### src/rtl/al4s3b_fpga_onion_uarttx.sv
// ---------------------------------------------------------------------------
// al4s3b_fpga_onion_uarttx
//
// Wishbone-slave UART transmitter with a TX FIFO and 8N1 framing.
//
// Register map (byte offset, only WBs_ADR_i[9:2] decoded):
//   0x00 TXDATA  (W)      push WBs_DAT_i[7:0] when byte lane 0 is enabled
//   0x04 CTRL    (RW)     [0] EN, [1] IRQEN
//   0x08 BAUDDIV (RW)     [15:0], bit period = BAUDDIV+1 clocks
//   0x0C STATUS  (R/W1C)  [6:0] COUNT, [8] FULL, [9] EMPTY, [10] BUSY,
//                         [11] OVF (write 1 to clear)
//   other offsets read DEFAULT_READ_VALUE
//
// Ports:
//   WBs_CLK_i       clock for all logic
//   WBs_RST_i       synchronous active-high reset
//   WBs_ADR_i       byte address
//   WBs_CYC_i       chip-select from the IP aggregator
//   WBs_BYTE_STB_i  byte enables
//   WBs_WE_i        write enable
//   WBs_STB_i       transfer strobe
//   WBs_DAT_i       write data
//   WBs_DAT_o       read data (combinational)
//   WBs_ACK_o       one-cycle transfer acknowledge
//   UART_TX_o       serial output, idle high
//   TX_IRQ_o        level IRQ: IRQEN & FIFO empty & FSM idle
// ---------------------------------------------------------------------------
module al4s3b_fpga_onion_uarttx #(
   parameter int          FIFO_DEPTH         = 16,
   parameter logic [15:0] DEFAULT_BAUDDIV    = 16'd103,
   parameter logic [31:0] DEFAULT_READ_VALUE = 32'hBAD_FAB_AC
) (
   input  logic        WBs_CLK_i,
   input  logic        WBs_RST_i,
   input  logic [16:0] WBs_ADR_i,
   input  logic        WBs_CYC_i,
   input  logic [3:0]  WBs_BYTE_STB_i,
   input  logic        WBs_WE_i,
   input  logic        WBs_STB_i,
   input  logic [31:0] WBs_DAT_i,
   output logic [31:0] WBs_DAT_o,
   output logic        WBs_ACK_o,
   output logic        UART_TX_o,
   output logic        TX_IRQ_o
);

   localparam int AW = $clog2(FIFO_DEPTH);
   localparam int CW = AW + 1;
   localparam logic [AW-1:0] PTR_ONE = AW'(1);
   localparam logic [CW-1:0] CNT_ONE = CW'(1);
   localparam logic [CW-1:0] CNT_MAX = CW'(FIFO_DEPTH);

   localparam logic [7:0] SEL_TXDATA  = 8'h00;
   localparam logic [7:0] SEL_CTRL    = 8'h01;
   localparam logic [7:0] SEL_BAUDDIV = 8'h02;
   localparam logic [7:0] SEL_STATUS  = 8'h03;

   typedef enum logic [1:0] {IDLE, START, DATA, STOP} state_t;

   // Address/data bits that the register map never looks at.
   logic unused_bits;
   assign unused_bits = ^{WBs_ADR_i[16:10], WBs_ADR_i[1:0],
                          WBs_BYTE_STB_i[3:2], WBs_DAT_i[31:16]};

   // ------------------------------------------------------------------
   // Bus decode
   // ------------------------------------------------------------------
   logic [7:0] reg_sel;
   logic       wr_cyc;

   assign reg_sel = WBs_ADR_i[9:2];
   // The ACK term makes each transfer commit exactly once.
   assign wr_cyc  = WBs_CYC_i & WBs_STB_i & WBs_WE_i & ~WBs_ACK_o;

   always_ff @(posedge WBs_CLK_i) begin
      if (WBs_RST_i) WBs_ACK_o <= 1'b0;
      else           WBs_ACK_o <= WBs_CYC_i & WBs_STB_i & ~WBs_ACK_o;
   end

   // ------------------------------------------------------------------
   // Control registers
   // ------------------------------------------------------------------
   logic        en;
   logic        irqen;
   logic [15:0] bauddiv;

   always_ff @(posedge WBs_CLK_i) begin
      if (WBs_RST_i) begin
         en      <= 1'b0;
         irqen   <= 1'b0;
         bauddiv <= DEFAULT_BAUDDIV;
      end else if (wr_cyc) begin
         if (reg_sel == SEL_CTRL && WBs_BYTE_STB_i[0]) begin
            en    <= WBs_DAT_i[0];
            irqen <= WBs_DAT_i[1];
         end
         if (reg_sel == SEL_BAUDDIV) begin
            if (WBs_BYTE_STB_i[0]) bauddiv[7:0]  <= WBs_DAT_i[7:0];
            if (WBs_BYTE_STB_i[1]) bauddiv[15:8] <= WBs_DAT_i[15:8];
         end
      end
   end

   // ------------------------------------------------------------------
   // TX FIFO
   // ------------------------------------------------------------------
   logic [7:0]    mem [FIFO_DEPTH];
   logic [AW-1:0] wr_ptr;
   logic [AW-1:0] rd_ptr;
   logic [CW-1:0] count;
   logic          full;
   logic          empty;
   logic          ovf;
   logic          push_req;
   logic          push;
   logic          pop;
   logic          ovf_clr;

   assign full     = (count == CNT_MAX);
   assign empty    = (count == '0);
   assign push_req = wr_cyc & (reg_sel == SEL_TXDATA) & WBs_BYTE_STB_i[0];
   // Fullness is judged before any same-cycle pop, so a push into a full
   // FIFO is always dropped.
   assign push     = push_req & ~full;
   assign ovf_clr  = wr_cyc & (reg_sel == SEL_STATUS) &
                     WBs_BYTE_STB_i[1] & WBs_DAT_i[11];

   always_ff @(posedge WBs_CLK_i) begin
      if (WBs_RST_i) begin
         wr_ptr <= '0;
         rd_ptr <= '0;
         count  <= '0;
         ovf    <= 1'b0;
      end else begin
         if (push) wr_ptr <= wr_ptr + PTR_ONE;
         if (pop)  rd_ptr <= rd_ptr + PTR_ONE;
         case ({push, pop})
            2'b10:   count <= count + CNT_ONE;
            2'b01:   count <= count - CNT_ONE;
            default: count <= count;
         endcase
         if (push_req && full) ovf <= 1'b1;
         else if (ovf_clr)     ovf <= 1'b0;
      end
   end

   always_ff @(posedge WBs_CLK_i) begin
      if (push) mem[wr_ptr] <= WBs_DAT_i[7:0];
   end

   // ------------------------------------------------------------------
   // Transmit FSM
   // ------------------------------------------------------------------
   state_t      state;
   logic [15:0] baud_cnt;
   logic [15:0] bit_div;
   logic [2:0]  bit_idx;
   logic [7:0]  shift;
   logic        bit_end;
   logic        start_ok;

   assign bit_end  = (baud_cnt == bit_div);
   assign start_ok = en & ~empty;
   assign pop      = start_ok & ((state == IDLE) || (state == STOP && bit_end));

   // Divisor is sampled at each bit start so a mid-frame BAUDDIV write
   // only changes the following bit.
   always_ff @(posedge WBs_CLK_i) begin
      if (pop) shift <= mem[rd_ptr];
      if (pop || (state != IDLE && bit_end)) bit_div <= bauddiv;
   end

   always_ff @(posedge WBs_CLK_i) begin
      if (WBs_RST_i) begin
         state     <= IDLE;
         UART_TX_o <= 1'b1;
         baud_cnt  <= '0;
         bit_idx   <= '0;
      end else begin
         case (state)
            IDLE: begin
               UART_TX_o <= 1'b1;
               if (pop) begin
                  state     <= START;
                  UART_TX_o <= 1'b0;
                  baud_cnt  <= '0;
               end
            end
            START: begin
               if (bit_end) begin
                  state     <= DATA;
                  UART_TX_o <= shift[0];
                  baud_cnt  <= '0;
                  bit_idx   <= '0;
               end else begin
                  baud_cnt <= baud_cnt + 16'd1;
               end
            end
            DATA: begin
               if (bit_end) begin
                  baud_cnt <= '0;
                  if (bit_idx == 3'd7) begin
                     state     <= STOP;
                     UART_TX_o <= 1'b1;
                  end else begin
                     bit_idx   <= bit_idx + 3'd1;
                     UART_TX_o <= shift[bit_idx + 3'd1];
                  end
               end else begin
                  baud_cnt <= baud_cnt + 16'd1;
               end
            end
            STOP: begin
               if (bit_end) begin
                  baud_cnt <= '0;
                  // Back-to-back frames: no idle bit between stop and start.
                  if (pop) begin
                     state     <= START;
                     UART_TX_o <= 1'b0;
                  end else begin
                     state     <= IDLE;
                     UART_TX_o <= 1'b1;
                  end
               end else begin
                  baud_cnt <= baud_cnt + 16'd1;
               end
            end
            default: begin
               state     <= IDLE;
               UART_TX_o <= 1'b1;
            end
         endcase
      end
   end

   assign TX_IRQ_o = irqen & empty & (state == IDLE);

   // ------------------------------------------------------------------
   // Read mux
   // ------------------------------------------------------------------
   logic [6:0] count7;
   logic       busy;

   assign count7 = 7'(count);
   assign busy   = (state != IDLE);

   always_comb begin
      WBs_DAT_o = DEFAULT_READ_VALUE;
      case (reg_sel)
         SEL_TXDATA:  WBs_DAT_o = 32'h0;
         SEL_CTRL:    WBs_DAT_o = {30'h0, irqen, en};
         SEL_BAUDDIV: WBs_DAT_o = {16'h0, bauddiv};
         SEL_STATUS:  WBs_DAT_o = {20'h0, ovf, busy, empty, full, 1'b0, count7};
         default:     WBs_DAT_o = DEFAULT_READ_VALUE;
      endcase
   end

endmodule

### config.mk
export PLATFORM = sky130hd
export DESIGN_NAME = al4s3b_fpga_onion_uarttx
export DESIGN_NICKNAME = d
export VERILOG_FILES = /design/src/rtl/al4s3b_fpga_onion_uarttx.sv
export SDC_FILE = /design/constraint.sdc
export NUM_CORES = 1
export LEC_CHECK = 0
export ABC_CLOCK_PERIOD_IN_PS = 6800
export BUFFER_PORTS_ARGS = -buffer_cell sky130_fd_sc_hd__buf_2
export CAP_MARGIN = 20
export CORE_AREA = 2 2 140 129
export CTS_BUF_LIST = sky130_fd_sc_hd__clkbuf_8
export DETAILED_ROUTE_END_ITERATION = 7
export DIE_AREA = 0 0 142 131
export PLACE_DENSITY_LB_ADDON = 0.2
export SYNTH_ARGS = -nofsm -noshare
export SYNTH_HDL_FRONTEND = slang
export SYNTH_SLANG_ARGS = --single-unit
export TNS_END_PERCENT = 100
### constraint.sdc
create_clock -name WBs_CLK_i -period 6.8 [get_ports WBs_CLK_i]
set_input_delay 1.02 -clock WBs_CLK_i [delete_from_list [all_inputs] [get_ports WBs_CLK_i]]
set_output_delay 1.02 -clock WBs_CLK_i [all_outputs]
set_load 0.05 [all_outputs]
==> summary.md, run 1 <==
| Metric | Value |
|---|---|
| Status | finished, final reports clean |
| Yosys warns | 0 |
| Post-Synthesis Cells | 702 |
| Area share of the largest cell type after synthesis | 49.3% |
| Die Span Y | 131 um |
| I/O Buffers | 61 |
| Worst VDD drop | 0.000209 V |
| Leak Pwr | 3.45 nW |
| Die Width | 142 um |
| Slew headroom | 37.7% |
| Routed len/inst | 19.6 um |
| CTS tree | done |
| Number of fill cells | 1,345 |
| PostCTS Resize Cnt | 0 |
| Seq/Total Area, Yosys | 61.2% |
| Die area | 0.0186 sq mm |
| Drc violations | 0 |
| FF-to-FF setup slack | 2.94 ns |
| Synth Cell Area | 0.00926 sq mm |
| Area contributors post-synth | edfxtp_1, dfxtp_1, mux2i_1 |
| Vias in the first global route | 5,789 |
| Clock power frac | 45.5% |
| Rows | 46 |
| FMAX | 0.259 GHz |
| Combinational group share of total power | 2.0% |
| Switch share | 20.9% |
| Clock tree buffer depth | 3 |
| H-tree Lvls | 2 |
| Post-synth top cells | edfxtp_1, mux2i_1, dfxtp_1 |
| Hold Crit Start | WBs_ACK_o$_SDFF_PP0_ |
| Fin crit share | 56.7% |
| Startpoint Class | flip-flop |
| Area leader, netlist | edfxtp_1 |
| CP endpoint kind | flip-flop |
| Util after Layout | 60.0% |
| Fin crit period | 3.86 ns |
| IO Count | 93 |
| Worst r2r path cells | 13 |
| Cell Count Post-Placement | 934 |
| RSZ-0062 raised after global routing | no |
| Clock transition at path regs | 0.06 ns |
| Initial antenna violation count | 0 |
| Arrival @ worst endpoint | 4.22 ns |
| Max-cap violations | 0 |
| Num CTS Buffers | 35 |
| ANT cells | 0 |
| Largest net degree at the start of global routing | 53 |
| Count leader, synth | edfxtp_1 |
| Hold_buf cts | 0 |
| Worst Clk Skew | 0.0376 ns |
| Antenna Nets Post-Route | 0 |
| GRT Total Usage | 21.9% |
| Final setup fails | 0 |
| Drt total wl | 19,500 um |
| Cell variety after synth | 66 |
| Syn_area_per_cell | 13.2 sq um |
| Core Region | 0.0172 sq mm |
| Fraction of layout cells with a size suffix above 1 | 20.2% |
| Final Total Pwr | 0.00257 W |
| CTS root buffer | clkbuf_8 |
| Seq cells post-synth | 207 |
| Prevailing post-synth register cell | edfxtp_1 |
| Async SR Flop Fraction | 0% |
| Multi-input gate area | 0.00324 sq mm |
| Slew Viols, Final | 0 |
| Fin nets | 828 |
| Hold Path Class | flip-flop to flip-flop |
| Sequential share of power | 52.5% |
| Setup WS post-layout | 2.94 ns |
| Worst r2r src | baud_cnt[7]$_SDFFE_PP0N_ |
| EDFF count, synth | 152 |
| Layout Area Growth over Synthesis | 11.6% |
| Total congestion overflow | 0 |
| Post-CTS setup buffer count | 0 |
| Pwr Density | 249 mW/mm^2 |
| Final cell count without fillers | 995 |
| WHS Endpoint | WBs_ACK_o$_SDFF_PP0_ |
| Cell internal power dissipation | 0.00203 W |
| Crit path max fanout | 10 |
| Initial core utilization | 53.8% |
| R2R Path End | count[4]$_SDFFE_PP0P_ |
| Pre-CTS WS | 2.89 ns |
| Post-DP HPWL | 13,100 um |
| GP Congestion | 0.823 |
| Worst Path Required | 7.16 ns |
| Post-route setup TNS | 0 ns |
| Worst skew pair latency | 0.53 ns |
| First-pass GRT wire length | 31,500 um |
| Clock sink count | 207 |
| Register area | 0.00567 sq mm |
| Via count | 5,874 |
| Least-Margin Pin Slew | 0.933 ns |
| DR iter-0 viols | 389 |
| Crit Path Category | flip-flop to flip-flop |
| Switch Pwr | 0.000538 W |
| Avg Vias per Cell | 5.90 |
| Hold depth | 1 |
| Count of final hold-check violations | 0 |
| TritonRoute pass-1 iters | 5 |
## routing by layer
metal,GRT usage (%),vias up,part of all wire [%]
met5,0,-,0
met4,6.47,0,1.4
met3,3.57,27,5.6
met2,35.9,168,48
met1,30.6,2924,45
li1,-,2755,-
## cells in the final DEF, fill, tap and decap left out, types with 17 or more instances in the layout
master and count:
buf_2 61, clkbuf_8 38, dfxtp_1 54, edfxtp_1 152
inv_1 20, mux2i_1 58, mux4_2 17, nand2_1 50
nand3_1 21, nor2_1 42, o21ai_0 26, xor2_1 23
## worst max-delay path: stages, from the launching register on
cell and delay [ns]:
dfxtp_1 0.47, xor2_1 0.11, nor4_1 0.49, and4_2 0.49
a21oi_4 0.10, inv_1 0.38, ha_1 0.41, xor2_1 0.11
ha_1 0.19, a21oi_1 0.23, o22ai_1 0.13, a222oi_1 0.36
or3_1 0.16, a21oi_1 0.06
## worst max path at each step
stage	endpoint	cells past startpoint	from
3_3_place_gp	count[4]$_SDFFE_PP0P_	13	WBs_ADR_i[5]
3_5_place_dp	count[4]$_SDFFE_PP0P_	13	WBs_ADR_i[5]
4_1_cts	count[4]$_SDFFE_PP0P_	13	baud_cnt[7]$_SDFFE_PP0N_
2_1_floorplan	WBs_DAT_o[10]	4	WBs_ADR_i[2]
6_report	count[4]$_SDFFE_PP0P_	13	baud_cnt[7]$_SDFFE_PP0N_
5_1_grt	count[4]$_SDFFE_PP0P_	13	baud_cnt[7]$_SDFFE_PP0N_
## registers in the layout, indices dropped and copies added (netlist names)
register   cells
mem          128
baud_cnt      16
bauddiv       16
bit_div       16
shift          8
count          5
rd_ptr         4
wr_ptr         4
bit_idx        3
state          2
UART_TX_o      1
WBs_ACK_o      1
en             1
irqen          1
ovf            1
## per-stage QoR
stage / hold slack (ns) / area, sq um
6_report: 0.429 / 10300
5_1_grt: 0.488 / 10300
3_5_place_dp: 0.428 / 9590
3_3_place_gp: 0.417 / 9570
2_1_floorplan: 0.421 / 9270
4_1_cts: 0.436 / 10300
## cell families after synthesis
logic type,after synthesis,synth area share [%]
flops,207,61.2
simple gates,190,10.7
compound gates,111,8.30
mux,83,11.4
buf+inv,70,3.93
xor+xnor,25,2.37
fa+ha+maj,15,2.03
other cells,1,0.0405
## final cells by class
cell class                      count  share of cell area [%]
Sequential cell                   207                    54.9
Clock buffer                       38                    5.06
Timing Repair Buffer               68                    3.50
Clock inverter                     23                    2.10
Tap cell                          216                    2.62
Inverter                           15                   0.545
Multi-Input combinational cell    428                    31.3
## power groups by stage
stage / clock (W) / sequential, W / combinational (W)
after CTS: 0.00119 / 0.00135 / 0.0000525
after floorplan: 0 / 0.00138 / 0.0000281
final: 0.00117 / 0.00135 / 0.0000521
after detailed placement: 0 / 0.00138 / 0.0000526
after global placement: 0 / 0.00138 / 0.0000508
after global routing: 0.00124 / 0.00135 / 0.0000565
Note: power is estimated with default switching activity, not from simulation.
==> inputs of run 2 (changes only) <==
Settings changed: ABC_CLOCK_PERIOD_IN_PS 6800 to 3800.
Clock period 6.8 ns to 3.8 ns, I/O delays scaled along.
==> run 2 against run 1 <==
Routed wire length rose by 0.27%. Worst hold slack lost 0.15 ns. Non-clock buffer count is 7 higher. Critical path type unchanged. Combinational power rose by 81%. Die area did not move.
==> summary.md, run 2 (same netlist as run 1, synthesis figures left out) <==
| Metric | Value |
|---|---|
| Core Region | 0.0172 sq mm (unchanged) |
| Crit Path Category | flip-flop to flip-flop |
| FMAX | 0.279 GHz (+7.7%) |
| Worst Path Required | 4.17 ns (-2.99 ns) |
| RSZ-0062 raised after global routing | no |
| Clock tree buffer depth | 3 (unchanged) |
| Via count | 5,875 (+0.017%) |
| Pwr Density | 424 mW/mm^2 (+70%) |
| Crit path max fanout | 7 (-3) |
| Commonest cells after routing, fill and taps aside | edfxtp_1, buf_2, mux2i_1, dfxtp_1, nand2_1 |
| IO Count | 93 (unchanged) |
| I/O Buffers | 61 (unchanged) |
| Worst Path Buf+Inv | 1 (unchanged) |
| Worst skew pair latency | 0.53 ns (about the same) |
| DR iter-0 viols | 470 (+21%) |
| ANT cells | 0 (unchanged) |
| Hold WS | 0.282 ns (-0.147 ns) |
| Total congestion overflow | 0 (unchanged) |
| GRT Total Usage | 21.8% (-0.11 points) |
| GP Congestion | 0.834 (+1.3%) |
| TritonRoute pass-1 iters | 5 (unchanged) |
| Die Span Y | 131 um (unchanged) |
| Antenna Nets Post-Route | 0 (unchanged) |
| Pre-CTS WS | 0.260 ns (-2.63 ns) |
| Reg with most FFs | mem |
| Clock transition at path regs | 0.06 ns (about the same) |
| H-tree Lvls | 2 (unchanged) |
| Drt total wl | 19,600 um (+0.27%) |
| Num CTS Buffers | 34 (-2.9%) |
| Hold Path Class | input port to flip-flop |
| Startpoint Class | flip-flop |
| Clock sink count | 207 (unchanged) |
| Drc violations | 0 (unchanged) |
| Final setup fails | 0 (unchanged) |
| Fraction of layout cells with a size suffix above 1 | 20.9% (+0.71 points) |
| CP max-delay cell | or4_4 |
| Number of fill cells | 1,321 (-1.8%) |
| Final cell count without fillers | 1,002 (+0.70%) |
| Initial antenna violation count | 0 (unchanged) |
| Worst Clk Skew | 0.0282 ns (-0.00936 ns) |
| Post-route setup TNS | 0 ns (unchanged) |
| CP endpoint kind | flip-flop |
| GR Layer Usage met2 | 34.0% (-1.9 points) |
| Max-cap violations | 0 (unchanged) |
| Fin crit period | 3.58 ns (-0.277 ns) |
| Busiest grt layer | met2 |
| Avg Vias per Cell | 5.86 (-0.68%) |
| First-pass GRT wire length | 30,900 um (-2.1%) |
| Count of final hold-check violations | 0 (unchanged) |
| Rows | 46 (unchanged) |
| Max FFs per register | 128 (unchanged) |
| Largest net degree at the start of global routing | 41 (-23%) |
| Ordered cell list for the critical path | or4_4 > o21a_1 > and2_4 > a21oi_4 > inv_1 > ha_1 > xor2_1 > ha_1 > a21oi_1 > o22ai_1 > a222oi_1 > or3_1 > a21oi_1 |
| CTS tree | done |
| Die Width | 142 um (unchanged) |
| Initial core utilization | 53.8% (unchanged) |
| Vias in the first global route | 5,731 (-1.0%) |
| CTS root buffer | clkbuf_8 |
| Worst path max stage delay | 0.60 ns (+0.11 ns) |
| Slew Viols, Final | 0 (unchanged) |
| FF-to-FF setup slack | 0.22 ns (-2.72 ns) |
| Slew headroom | 30.4% (-7.3 points) |
| Fin crit share | 94.2% (+37 points) |
| Layout Area Growth over Synthesis | 11.3% |
| Post-DP HPWL | 13,200 um (+0.57%) |
| Setup WS post-layout | 0.220 ns (-2.72 ns) |
| GR Util met1 | 31.1% (+0.54 points) |
| Cell Count Post-Placement | 941 (+0.75%) |
| Leak Pwr | 3.45 nW (about the same) |
| M3 GR Usage | 4.34% (+0.77 points) |
| Leading cell type in the layout, fill and taps excluded | edfxtp_1 |
| Delay-heaviest family, CP | compound AO/OA/AOI/OAI gates |
| Routed len/inst | 19.5 um (-0.43%) |
| Final Total Pwr | 0.00437 W (+70%) |
| Least-Margin Pin Slew | 1.04 ns (+0.111 ns) |
| Status | finished, final reports clean |
| Fin nets | 834 (+0.72%) |
| Die area | 0.0186 sq mm (unchanged) |
| Arrival @ worst endpoint | 3.95 ns (-0.27 ns) |
| Worst VDD drop | 0.000366 V (+75%) |
-- run 2: cell types whose count changed in the layout (fill, tap and decap cells not counted) --
cell | before | now
clkinv_8 | 1 | 0
clkinvlp_4 | 1 | 2
clkinv_1 | 7 | 8
clkbuf_8 | 38 | 35
clkinv_2 | 3 | 6
nor4_1 | 7 | 5
bufinv_16 | 4 | 2
nor4_2 | 0 | 2
buf_4 | 6 | 14
buf_6 | 1 | 0
inv_1 | 20 | 21
-- run 2: report_power, final --
group	internal, W	switching, W
Combinational	0.0000216	0.0000729
Clock	0.00100	0.000859
Sequential	0.00242	0.000000280
-- run 2: what timing repair did --
action                                  in CTS  in global routing
buffers inserted                             0                  0
hold buffers                                 0                  0
resized for setup                            0                  2
endpoints found under the setup margin       0                  1
-- run 2: final cells by class --
type	count	area [sq um]	share of cell area, %
clock inverters	26	170	1.65
clock buffers	35	482	4.67
multi-input cells	428	3250	31.5
inverters	15	56.3	0.546
flip-flops and latches	207	5670	55.0
repair buffers	75	410	3.98
well taps	216	270	2.62
-- run 2: metal layers --
layer	share of wire (%)	vias to the layer above
met2	47	168
met1	46	2912
met5	0	-
li1	-	2765
met4	1.7	0
met3	5.1	30
-- run 2: path summary, 6_finish.rpt --
kind | start | to | cells past startpoint
worst min-delay path | WBs_STB_i | WBs_ACK_o$_SDFF_PP0_ | 3
worst min register to register | WBs_ACK_o$_SDFF_PP0_ | WBs_ACK_o$_SDFF_PP0_ | 1
worst max register to register | count[0]$_SDFFE_PP0P_ | count[4]$_SDFFE_PP0P_ | 13
worst max-delay path | count[0]$_SDFFE_PP0P_ | count[4]$_SDFFE_PP0P_ | 13
-- run 2: through the flow --
stage,utilization (%),instance area (sq um)
after global routing,59.9,10300
after detailed placement,56.0,9640
after CTS,59.8,10300
after floorplan,-,9270
after global placement,56.0,9640
final,59.9,10300
-- run 2: worst min-delay path, cell delays in order --
cell,delay (ns)
buf_2,0.10
nand2_1,0.05
nor3_1,0.04
==> inputs of run 3 (changes only) <==
Settings changed: CORE_AREA 2 2 140 129 to 2 2 187 97, DIE_AREA 0 0 142 131 to 0 0 189 99.
==> run 3 against run 2 <==
Flip-flop and latch count unchanged. Global-route usage increased by 1.2 points. Clock power decreased by 13%. Via count increased by 2.4%. Cell count increased by 0.90%. Power decreased by 5.8%. Largest power group unchanged.
==> summary.md, run 3 (same netlist as run 1, synthesis figures left out) <==
| Metric | Value |
|---|---|
| Count of final hold-check violations | 0 (unchanged) |
| Worst path max stage delay | 0.52 ns (-0.08 ns) |
| Initial antenna violation count | 0 (unchanged) |
| Initial core utilization | 54.3% (+0.47 points) |
| I/O Buffers | 61 (unchanged) |
| Crit Path Category | flip-flop to flip-flop |
| Final cell count without fillers | 1,011 (+0.90%) |
| Pre-CTS WS | 0.299 ns (+0.0386 ns) |
| Post-DP HPWL | 14,500 um (+10%) |
| Hold Path Class | input port to flip-flop |
| Final Total Pwr | 0.00412 W (-5.8%) |
| Fin nets | 827 (-0.84%) |
| Antenna Nets Post-Route | 0 (unchanged) |
| Avg Vias per Cell | 5.95 (+1.5%) |
| Startpoint Class | flip-flop |
| Die Span Y | 99 um (-24%) |
| Arrival @ worst endpoint | 4.00 ns (+0.05 ns) |
| Post-route setup TNS | 0 ns (unchanged) |
| Max-cap violations | 0 (unchanged) |
| IO Count | 93 (unchanged) |
| Largest net degree at the start of global routing | 43 (+4.9%) |
| Routed len/inst | 21.1 um (+8.1%) |
| Hold Crit Start | WBs_STB_i |
| Commonest cells after routing, fill and taps aside | edfxtp_1, buf_2, mux2i_1, dfxtp_1, nand2_1 |
| Final setup fails | 0 (unchanged) |
| Clock power frac | 39.0% (-3.6 points) |
| Worst setup path startpoint | bit_div[4]$_DFFE_PP_ |
| Worst Clk Skew | 0.0232 ns (-0.00502 ns) |
| Slew headroom | 40.9% (+10 points) |
| TritonRoute pass-1 iters | 5 (unchanged) |
| Setup WS post-layout | 0.215 ns (-0.00477 ns) |
| Num CTS Buffers | 30 (-12%) |
| Worst r2r src | bit_div[4]$_DFFE_PP_ |
| Fraction of layout cells with a size suffix above 1 | 19.8% (-1.0 points) |
| GP Congestion | 0.884 (+5.9%) |
| Fin crit share | 94.3% (+0.13 points) |
| Leading cell type in the layout, fill and taps excluded | edfxtp_1 |
| First-pass GRT wire length | 32,700 um (+5.8%) |
| Sequential share of power | 58.6% (+3.3 points) |
| Layout Area Growth over Synthesis | 10.1% |
| Die area | 0.0187 sq mm (+0.59%) |
| Drc violations | 0 (unchanged) |
| Slew Viols, Final | 0 (unchanged) |
| PostCTS Resize Cnt | 0 (unchanged) |
| Worst VDD drop | 0.000242 V (-34%) |
| GR Layer Usage met2 | 30.9% (-3.1 points) |
| Post-CTS setup buffer count | 0 (unchanged) |
| CP max-delay cell | nor4_1 |
| FMAX | 0.279 GHz (-0.13%) |
| Crit path max fanout | 8 (+1) |
| Busiest grt layer | met1 |
| CP endpoint kind | flip-flop |
| Reg with most FFs | mem |
| Leak Pwr | 3.38 nW (-2.1%) |
| Hold WS | 0.246 ns (-0.0364 ns) |
| Ordered cell list for the critical path | xor2_1 > nor4_1 > and4_2 > a21oi_4 > inv_1 > ha_1 > xor2_1 > ha_1 > a21oi_1 > o22ai_1 > a222oi_1 > or3_1 > a21oi_1 |
| Combinational group share of total power | 2.4% (+0.2 points) |
| Drt total wl | 21,400 um (+9.1%) |
| CTS root buffer | clkbuf_8 |
| Vias in the first global route | 5,584 (-2.6%) |
| Switch Pwr | 0.000924 W (-0.93%) |
| Clock transition at path regs | 0.07 ns (about the same) |
| DR iter-0 viols | 663 (+41%) |
| Worst skew pair latency | 0.56 ns (+0.03 ns) |
| Switch share | 22.4% (+1.1 points) |
| Least-Margin Pin Slew | 0.887 ns (-0.157 ns) |
| Via count | 6,018 (+2.4%) |
| GRT Total Usage | 23.0% (+1.2 points) |
| M3 GR Usage | 4.52% (+0.19 points) |
| H-tree Lvls | 1 (-1) |
| RSZ-0062 raised after global routing | no |
| Cell Count Post-Placement | 956 (+1.6%) |
| Clock sink count | 207 (unchanged) |
| Total congestion overflow | 0 (unchanged) |
| ANT cells | 0 (unchanged) |
| CTS tree | done |
| Hold_buf cts | 0 (unchanged) |
| Max FFs per register | 128 (unchanged) |
| Rows | 34 (-26%) |
| Cell internal power dissipation | 0.00320 W (-7.1%) |
| Pwr Density | 404 mW/mm^2 (-4.7%) |
| Worst Path Required | 4.21 ns (+0.04 ns) |
| Clock tree buffer depth | 3 (unchanged) |
| Fin crit period | 3.58 ns (+0.00477 ns) |
| Status | finished, final reports clean |
| Die Width | 189 um (+33%) |
| Core Region | 0.0171 sq mm (-0.87%) |
| GR Util met1 | 38.7% (+7.6 points) |
## run 3: changes by cell type in the layout (fill, tap and decap cells not counted)
| cell | previous run | this run |
|---|---|---|
| clkinv_2 | 6 | 9 |
| inv_6 | 1 | 0 |
| bufinv_16 | 2 | 0 |
| inv_1 | 21 | 19 |
| buf_12 | 0 | 1 |
| buf_4 | 14 | 10 |
| clkinvlp_4 | 2 | 0 |
| nor4_1 | 5 | 6 |
| nor4_2 | 2 | 1 |
| clkinv_1 | 8 | 10 |
| clkbuf_8 | 35 | 31 |
## run 3: stage by stage
stage | util (%) | area [sq um]
3_3_place_gp | 56.6 | 9650
2_1_floorplan | - | 9270
4_1_cts | 59.7 | 10200
6_report | 59.7 | 10200
5_1_grt | 59.7 | 10200
3_5_place_dp | 56.6 | 9650
## run 3: per-layer routing
metal,up-vias,wire length [um]
met5,-,0
met2,277,8440
met4,0,190
met1,2956,10700
met3,31,2030
li1,2754,-
## run 3: power groups by stage
stage | clock, W | combinational (W) | sequential [W]
2_1_floorplan | 0 | 0.0000503 | 0.00247
3_3_place_gp | 0 | 0.0000946 | 0.00246
3_5_place_dp | 0 | 0.0000983 | 0.00246
4_1_cts | 0.00162 | 0.0000987 | 0.00242
5_1_grt | 0.00173 | 0.000106 | 0.00241
6_report | 0.00161 | 0.0000986 | 0.00242
## run 3: final timing paths
path,to,cells past startpoint,slack (ns)
min,WBs_ACK_o$_SDFF_PP0_,3,0.25
min reg2reg,WBs_ACK_o$_SDFF_PP0_,1,0.45
max,count[4]$_SDFFE_PP0P_,13,0.22
max reg2reg,count[4]$_SDFFE_PP0P_,13,0.22
## run 3: cell type report
cell class | count | area [sq um]
Fill cell | 1354 | 6870
Multi-Input combinational cell | 428 | 3240
Clock inverter | 24 | 101
Tap cell | 234 | 293
Timing Repair Buffer | 72 | 400
Clock buffer | 31 | 427
Sequential cell | 207 | 5670
Inverter | 15 | 56.3
## run 3: worst max-delay path, delay by kind of cell, from the launching register on
kind	cells	cell delay [ns]
DFF	1	0.43
buffers and inverters	1	0.09
xor gates and xnor gates	2	0.28
adders and majority gates	2	0.50
AOI/OAI and AO/OA	5	0.97
and+or+nand+nor	3	1.15
